--- config.mk ---
export PLATFORM = sky130hd
export DESIGN_NAME = mem_arbiter
export DESIGN_NICKNAME = d
export VERILOG_FILES = /design/src/rtl/mem_arbiter.sv
export SDC_FILE = /design/constraint.sdc
export NUM_CORES = 1
export LEC_CHECK = 0
export ABC_AREA = 0
export CORE_AREA = 2 2 121 123
export DETAILED_ROUTE_END_ITERATION = 12
export DIE_AREA = 0 0 123 125
export DONT_BUFFER_PORTS = 1
export HOLD_SLACK_MARGIN = 0.12
export MAX_ROUTING_LAYER = met4
export SETUP_SLACK_MARGIN = 0.02
export SLEW_MARGIN = 20
export SYNTH_ARGS = -nofsm -noshare
export SYNTH_HDL_FRONTEND = slang
export SYNTH_SLANG_ARGS = --single-unit
export TNS_END_PERCENT = 5
--- constraint.sdc ---
create_clock -name clk -period 2.1 [get_ports clk]
set_input_delay 0.105 -clock clk [delete_from_list [all_inputs] [get_ports clk]]
set_output_delay 0.105 -clock clk [all_outputs]
set_load 0.005 [all_outputs]
--- src/rtl/mem_arbiter.sv ---
// rtl/mem_arbiter.sv - two-port arbiter and command sequencer for the single-port mem_controller
module mem_arbiter #(
  parameter int ADDRESS_WIDTH  = 32,
  parameter int DATA_WIDTH     = 32,
  parameter int FIXED_PRIORITY = 0,
  parameter int TIMEOUT_CYCLES = 64
) (
  input  logic                     clk,
  input  logic                     rst,
  input  logic                     p0_req,
  input  logic                     p0_we,
  input  logic [2:0]               p0_func3,
  input  logic [ADDRESS_WIDTH-1:0] p0_addr,
  input  logic [DATA_WIDTH-1:0]    p0_wdata,
  output logic                     p0_done,
  output logic                     p0_err,
  output logic [DATA_WIDTH-1:0]    p0_rdata,
  input  logic                     p1_req,
  input  logic                     p1_we,
  input  logic [2:0]               p1_func3,
  input  logic [ADDRESS_WIDTH-1:0] p1_addr,
  input  logic [DATA_WIDTH-1:0]    p1_wdata,
  output logic                     p1_done,
  output logic                     p1_err,
  output logic [DATA_WIDTH-1:0]    p1_rdata,
  output logic                     mem_read_en,
  output logic                     mem_write_en,
  output logic [2:0]               mem_func3,
  output logic [ADDRESS_WIDTH-1:0] mem_address,
  output logic [DATA_WIDTH-1:0]    mem_data_in,
  input  logic [DATA_WIDTH-1:0]    mem_data_out,
  input  logic                     mem_ready,
  output logic                     busy,
  output logic                     grant_id
);

  localparam int TW = (TIMEOUT_CYCLES > 0) ? $clog2(TIMEOUT_CYCLES + 1) : 1;

  typedef enum logic [2:0] {IDLE, ISSUE, WAIT_LOW, WAIT_HIGH, RESP} state_t;

  state_t                   state, state_next;
  logic                     last_grant;
  logic                     we_q;
  logic [TW-1:0]            tcnt, tcnt_inc;
  logic                     pick, timeout_hit, complete_ok;
  logic                     sel_we;
  logic [2:0]               sel_func3;
  logic [ADDRESS_WIDTH-1:0] sel_addr;
  logic [DATA_WIDTH-1:0]    sel_wdata;

  always_comb begin
    state_next  = state;
    pick        = p1_req;
    timeout_hit = 1'b0;
    complete_ok = (state == WAIT_HIGH) && mem_ready;
    tcnt_inc    = (tcnt == {TW{1'b1}}) ? tcnt : tcnt + 1'b1;
    // On a tie, round-robin favours the port that did not win last time.
    if (p0_req && p1_req) pick = (FIXED_PRIORITY != 0) ? 1'b0 : ~last_grant;
    sel_we    = pick ? p1_we    : p0_we;
    sel_func3 = pick ? p1_func3 : p0_func3;
    sel_addr  = pick ? p1_addr  : p0_addr;
    sel_wdata = pick ? p1_wdata : p0_wdata;
    if (TIMEOUT_CYCLES != 0 && (state == WAIT_LOW || state == WAIT_HIGH))
      timeout_hit = (tcnt_inc == TW'(TIMEOUT_CYCLES));
    case (state)
      IDLE:      if (mem_ready && (p0_req || p1_req)) state_next = ISSUE;
      ISSUE:     state_next = WAIT_LOW;
      WAIT_LOW:  if (!mem_ready) state_next = WAIT_HIGH;
                 else if (timeout_hit) state_next = RESP;
      WAIT_HIGH: if (mem_ready || timeout_hit) state_next = RESP;
      RESP:      state_next = IDLE;
      default:   state_next = IDLE;
    endcase
  end

  always_ff @(posedge clk) begin
    if (rst) state <= IDLE;
    else     state <= state_next;
  end

  always_ff @(posedge clk) begin
    if (rst) begin
      last_grant   <= 1'b1;
      we_q         <= 1'b0;
      tcnt         <= '0;
      grant_id     <= 1'b0;
      busy         <= 1'b0;
      mem_read_en  <= 1'b0;
      mem_write_en <= 1'b0;
      mem_func3    <= '0;
      mem_address  <= '0;
      mem_data_in  <= '0;
      p0_done      <= 1'b0;
      p1_done      <= 1'b0;
      p0_err       <= 1'b0;
      p1_err       <= 1'b0;
      p0_rdata     <= '0;
      p1_rdata     <= '0;
    end else begin
      mem_read_en  <= 1'b0;
      mem_write_en <= 1'b0;
      p0_done      <= 1'b0;
      p1_done      <= 1'b0;
      p0_err       <= 1'b0;
      p1_err       <= 1'b0;
      busy         <= (state_next != IDLE);
      case (state)
        IDLE: if (state_next == ISSUE) begin
          grant_id     <= pick;
          we_q         <= sel_we;
          mem_func3    <= sel_func3;
          mem_address  <= sel_addr;
          mem_data_in  <= sel_wdata;
          mem_read_en  <= ~sel_we;
          mem_write_en <= sel_we;
        end
        ISSUE: tcnt <= '0;
        WAIT_LOW, WAIT_HIGH: begin
          tcnt <= tcnt_inc;
          if (state_next == RESP) begin
            p0_done <= ~grant_id;
            p1_done <= grant_id;
            p0_err  <= ~grant_id & ~complete_ok;
            p1_err  <= grant_id & ~complete_ok;
            if (complete_ok && !we_q) begin
              if (grant_id) p1_rdata <= mem_data_out;
              else          p0_rdata <= mem_data_out;
            end
          end
        end
        RESP: last_grant <= grant_id;
        default: ;
      endcase
    end
  end

endmodule

==> results.toml, run 1 <==
[run_status]
status = "complete, but fails checks"
failed_checks = "hold timing"

[place]
port_buffers = 0
place_hpwl_mm = 11.3
post-place-cells = 840
placed_cell_area_mm2 = 0.00643
routabilityCongestion = 0.827

[floorplan]
die-area_mm2 = 0.0154
rows = 44
die_y_um = 125
io_pins = 312
die_w_um = 123
initial_core_util = 0.446
core_mm2 = 0.0142

[critical_path]
crit_family = "buffers and inverters"
crit_chain = "nor4_4 -> buf_12 -> buf_12 -> nor2_1 -> a211oi_1 -> dlygate4sd3_1"
start_kind = "flop"
path_buf_inv = 3
critPathKind = "reg2reg"
crit_top_cell = "buf_12"
cp_max_fo = 21
max_stage_delay_ns = 0.56
end_kind = "flop"
critPathRequiredTime_ns = 2.47
cp_slowest_cell = "dlygate4sd3_1"
arrival_ns = 2.35

[route]
wl_per_cell_um = 18.2
vias_per_cell = 5.53
remaining_drc_errors = 0
drt-initial-drc-count = 361
vias = 4951
wirelength_mm = 16.2
ant_nets = 0
first_pass_iters = 4

[cells_and_area]
design_area_mm2 = 0.00729
finalNonFillerCells = 895
diodes = 0
area_delta_synth_final_pct = 15.0
nets = 873
fillCellCount = 1324
drive_above_1_share = 0.127

[yosys]
yosysWarnings = 0
syn_area_mm2 = 0.00634
yosysUniqueCellTypes = 46
async_flop_share = 0
netlist_instances = 698
synth_edf_count = 0
ys_top_cells_by_area = "dfxtp_1, mux2i_1, nand2_1"
avgSynthCellArea_um2 = 9.08
syn-num-nets = 872
synth_top_area_share = 0.477
synth_top_cell_by_area = "dfxtp_1"
yosys_most_used_dff = "dfxtp_1"
seq_area_frac_synth = 0.477
ys_ff_latch = 151

[sta]
drv_slew = 0
fin_skew_ns = 0.00797
slew_headroom = 0.677
setup_viol = 0
worst_pin_slew_ns = 0.484
whs_ns = -0.243
min_period_ns = 1.98
finalHoldViolCount = 124
post-route-period-util = 0.944
clock.fmax_mhz = 504

[clocking]
insertion_delay_ns = 0.42
cts_root_buf = "clkbuf_16"
h-tree-depth = 4
cts.path.max_buffers = 2
cts_buffers = 17
path_clk_slew_ns = 0.06
clock-sinks = 151
cts_tree = "yes"

[pwr]
p_leak_nw = 2.51
ir_drop_uv = 520
p_per_area_mw_per_mm2 = 973

[global_routing]
overflow = 0
grt_pass1_wl_mm = 24.6
grt_usage = 0.212
grt_max_degree = 144
grt_pass1_vias = 4897
antenna_found_initial = 0

[hold_path]
min_path_type = "in2reg"

[job]
maxCapViolCount = 0
layer usage:
layer | GRT usage | share of wire | vias up
li1 | - | - | 2421
met1 | 0.208 | 0.36 | 2273
met2 | 0.363 | 0.51 | 232
met3 | 0.0967 | 0.11 | 25
met4 | 0.0789 | 0.020 | 0
met5 | - | 0 | -
logic make-up (layout without fill, tap and decap cells):
kind of cell    count (synthesis)  after routing  share of synthesized area
compound gates                161            161                      0.179
xor+xnor                        1              1                    0.00138
fa+ha+maj                       1              1                    0.00197
buf+inv                        59             72                     0.0539
flops                         151            151                      0.477
mux                            69             69                      0.109
simple gates                  256            256                      0.178
worst paths after layout:
path / from / endpoint / slack (ns) / depth (start not counted)
hold reg to reg: p1_rdata[9] / p1_rdata[9] / 0.47 / 2
setup reg to reg: state[0] / mem_data_in[20] / 0.12 / 6
hold / removal: rst / mem_data_in[28] / -0.24 / 1
setup / recovery: state[0] / mem_data_in[20] / 0.12 / 6
cells in the mapped netlist (5+ instances only):
cell type,count
a211oi_1,48
nor2_1,76
mux2i_1,68
buf_6,9
a211oi_2,19
nand2_1,140
o21ai_0,5
buf_4,8
a21oi_1,75
buf_2,18
dfxtp_1,151
clkbuf_1,21
what timing repair did:
action                                  4_1_cts  5_1_grt
gates resized for setup                       0        8
hold endpoints to repair                    151      127
buffers inserted                              0        1
endpoints found under the setup margin        0        7
hold buffers                                 19        3
state kept, by name, indices dropped and copies added, names as in the netlist:
name / flops
tcnt: 7
p0_err: 1
last_grant: 1
mem_data_in: 32
p1_err: 1
mem_func3: 3
mem_address: 32
state: 3
p1_done: 1
mem_read_en: 1
p0_done: 1
grant_id: 1
mem_write_en: 1
p0_rdata: 32
p1_rdata: 32
we_q: 1
busy: 1
power by group:
part / leakage [nW] / total (mW) / switching (mW) / internal, mW
sequential: 1.23 / 3.28 / 0.207 / 3.08
combinational: 0.999 / 0.823 / 0.421 / 0.402
clock: 0.280 / 2.98 / 1.17 / 1.81
total: 2.51 / 7.09 / 1.80 / 5.29
layout by cell type (no fill, tap or decap), types with 4 or more instances in the layout:
cell type      count
dfxtp_1          148
nand2_1          140
nor2_1            76
a21oi_1           75
mux2i_1           66
a211oi_1          47
dlygate4sd3_1     22
a211oi_2          20
clkbuf_16         19
buf_4              9
o21ai_0            5
buf_12             5
and2_1             4
nand2b_1           4
nor3_1             4
nand3_1            4
per-stage QoR:
| stage | util | power, mW | setup WS (ns) | setup TNS [ns] |
|---|---|---|---|---|
| after floorplan | - | 3.95 | 0.416 | 0 |
| after global placement | 0.453 | 4.05 | 0.364 | 0 |
| after detailed placement | 0.453 | 4.09 | 0.235 | 0 |
| after CTS | 0.507 | 7.13 | 0.0854 | 0 |
| after global routing | 0.513 | 7.43 | -0.0427 | -0.0435 |
| final | 0.513 | 7.09 | 0.117 | 0 |
layout make-up:
cell class | instances | area, um2 | share of cell area
Clock inverter | 10 | 120 | 0.0165
Tap cell | 184 | 230 | 0.0316
Sequential cell | 151 | 3030 | 0.415
Clock buffer | 21 | 460 | 0.0632
Inverter | 3 | 11.3 | 0.00155
Multi-Input combinational cell | 488 | 3000 | 0.412
Timing Repair Buffer | 38 | 438 | 0.0601
No activity file was read; power rests on OpenSTA's default activity.
==> run 2, diff against run 1 <==
Settings changed: CORE_AREA 2 2 121 123 to unset, CORE_UTILIZATION set to 40, DIE_AREA 0 0 123 125 to unset.
==> results.toml, run 2 (same netlist as run 1, synthesis figures left out) <==
[sta]
finalHoldViolCount = 133
setup_ws_ns = 0.123
whs_ns = -0.242
worst_pin_slew_ns = 0.615
post-route-period-util = 0.942
slew_headroom = 0.589
rsz0062_at_grt = "false"
clock.fmax_mhz = 506
fin_skew_ns = 0.00850
setup_viol = 0
min_period_ns = 1.98
drv_slew = 0
timing.setup.tns_ns = 0

[cells_and_area]
final_common_cell = "dfxtp_1"
layout_common_cells = "dfxtp_1, nand2_1, nor2_1, a21oi_1, mux2i_1"
fillCellCount = 1488
nets = 863
diodes = 0
area_delta_synth_final_pct = 13.8
drive_above_1_share = 0.121

[global_routing]
grt_pass1_vias = 4650
grt_pass1_wl_mm = 24.2
overflow = 0
grt_max_degree = 144
grt_usage = 0.197
antenna_found_initial = 0

[floorplan]
die_w_um = 128
io_pins = 312
initial_core_util = 0.414
core_mm2 = 0.0153
die-area_mm2 = 0.0164
rows = 45
die_y_um = 128

[critical_path]
critPathKind = "reg2reg"
cp_max_fo = 15
r2r-end = "mem_data_in[18]"
crit_end = "mem_data_in[18]"
end_kind = "flop"
rrSetupSlack_ns = 0.12
startpoint = "state[2]"
critPathRequiredTime_ns = 2.46
worstReg2RegStart = "state[2]"
r2r_cells = 6
arrival_ns = 2.33
start_kind = "flop"

[pwr]
p_sw_mw = 1.78
internal-power_mw = 5.31
ir_drop_uv = 514
p_sw_frac = 0.251
p_per_area_mw_per_mm2 = 983
p_leak_nw = 2.45
pwr-share-seq = 0.462
clockPowerShare = 0.429
combPwrFrac = 0.109

[route]
vias = 4939
first_pass_iters = 4
wirelength_mm = 15.8
ant_nets = 0
remaining_drc_errors = 0
drt-initial-drc-count = 306
wl_per_cell_um = 17.3
vias_per_cell = 5.41

[run_status]
status = "complete, but fails checks"
failed_checks = "hold timing"

[hold_path]
hold-path-cell-count = 1
min_path_type = "in2reg"
min_from = "rst"

[clocking]
clock-sinks = 151
cts_root_buf = "clkbuf_16"
cts_tree = "yes"
h-tree-depth = 4
path_clk_slew_ns = 0.06
insertion_delay_ns = 0.41
cts_buffers = 17
cts.path.max_buffers = 2
cts_setup_buffers = 0
cts_hold_buffers = 15

[place]
port_buffers = 0
pre_cts_ws_ns = 0.262
place_hpwl_mm = 11.3
routabilityCongestion = 0.828

[job]
maxCapViolCount = 0
## run 2: cell types whose count changed in the layout (fill, tap and decap cells not counted), sizes merged
cell | previous run | this run
buf | 14 | 12
inv | 5 | 4
dlygate4sd3 | 22 | 15
clkinv | 4 | 5
clkbuf | 23 | 22
bufinv | 2 | 3
## run 2: how the worst min path moves through the flow
stage,end
2_1_floorplan,p0_rdata[0]
3_3_place_gp,mem_address[1]
3_5_place_dp,mem_data_in[30]
4_1_cts,mem_data_in[26]
6_report,mem_data_in[26]
5_1_grt,mem_data_in[30]
## run 2: cell type report
type | instances | area (um2) | area share
clock buffers | 21 | 440 | 0.0611
clock inverters | 11 | 150 | 0.0208
inverters | 3 | 11.3 | 0.00156
multi-input cells | 488 | 2990 | 0.415
flip-flops and latches | 151 | 3030 | 0.420
well taps | 211 | 264 | 0.0366
repair buffers | 28 | 328 | 0.0455
## run 2: per-layer routing
layer,track usage,up-vias,routed length (um)
met5,-,-,0
met4,0.0651,0,201
met3,0.0701,14,1130
met2,0.330,188,8120
met1,0.217,2320,6390
li1,-,2417,-
## run 2: worst max-delay path: stages, from the launching register on
cell and delay (ns):
dfxtp_1 0.30, nand2b_2 0.24, nor4_4 0.36, buf_12 0.20
nor2_1 0.05, a211oi_1 0.19, dlygate4sd3_1 0.57
## run 2: power groups by stage
stage	combinational, mW	clock (mW)	sequential, mW
2_1_floorplan	0.687	0	3.26
3_3_place_gp	0.713	0	3.33
3_5_place_dp	0.746	0	3.34
4_1_cts	0.775	3.12	3.28
5_1_grt	0.863	3.27	3.30
6_report	0.770	3.04	3.28
## run 2: per-stage QoR
step                      hold WS [ns]  power [mW]  utilization  std cells  area (um2)
after floorplan                  0.241        3.95            -        698        6340
after global placement           0.190        4.05        0.421        866        6450
after detailed placement         0.191        4.08        0.421        866        6450
after CTS                       -0.258        7.17        0.470        913        7200
after global routing            -0.272        7.43        0.471        913        7210
final                           -0.242        7.09        0.471        913        7210
## run 2: what timing repair did
item | CTS | global route
setup endpoints to repair | 0 | 3
hold endpoints to repair | 151 | 133
resized for setup | 0 | 7
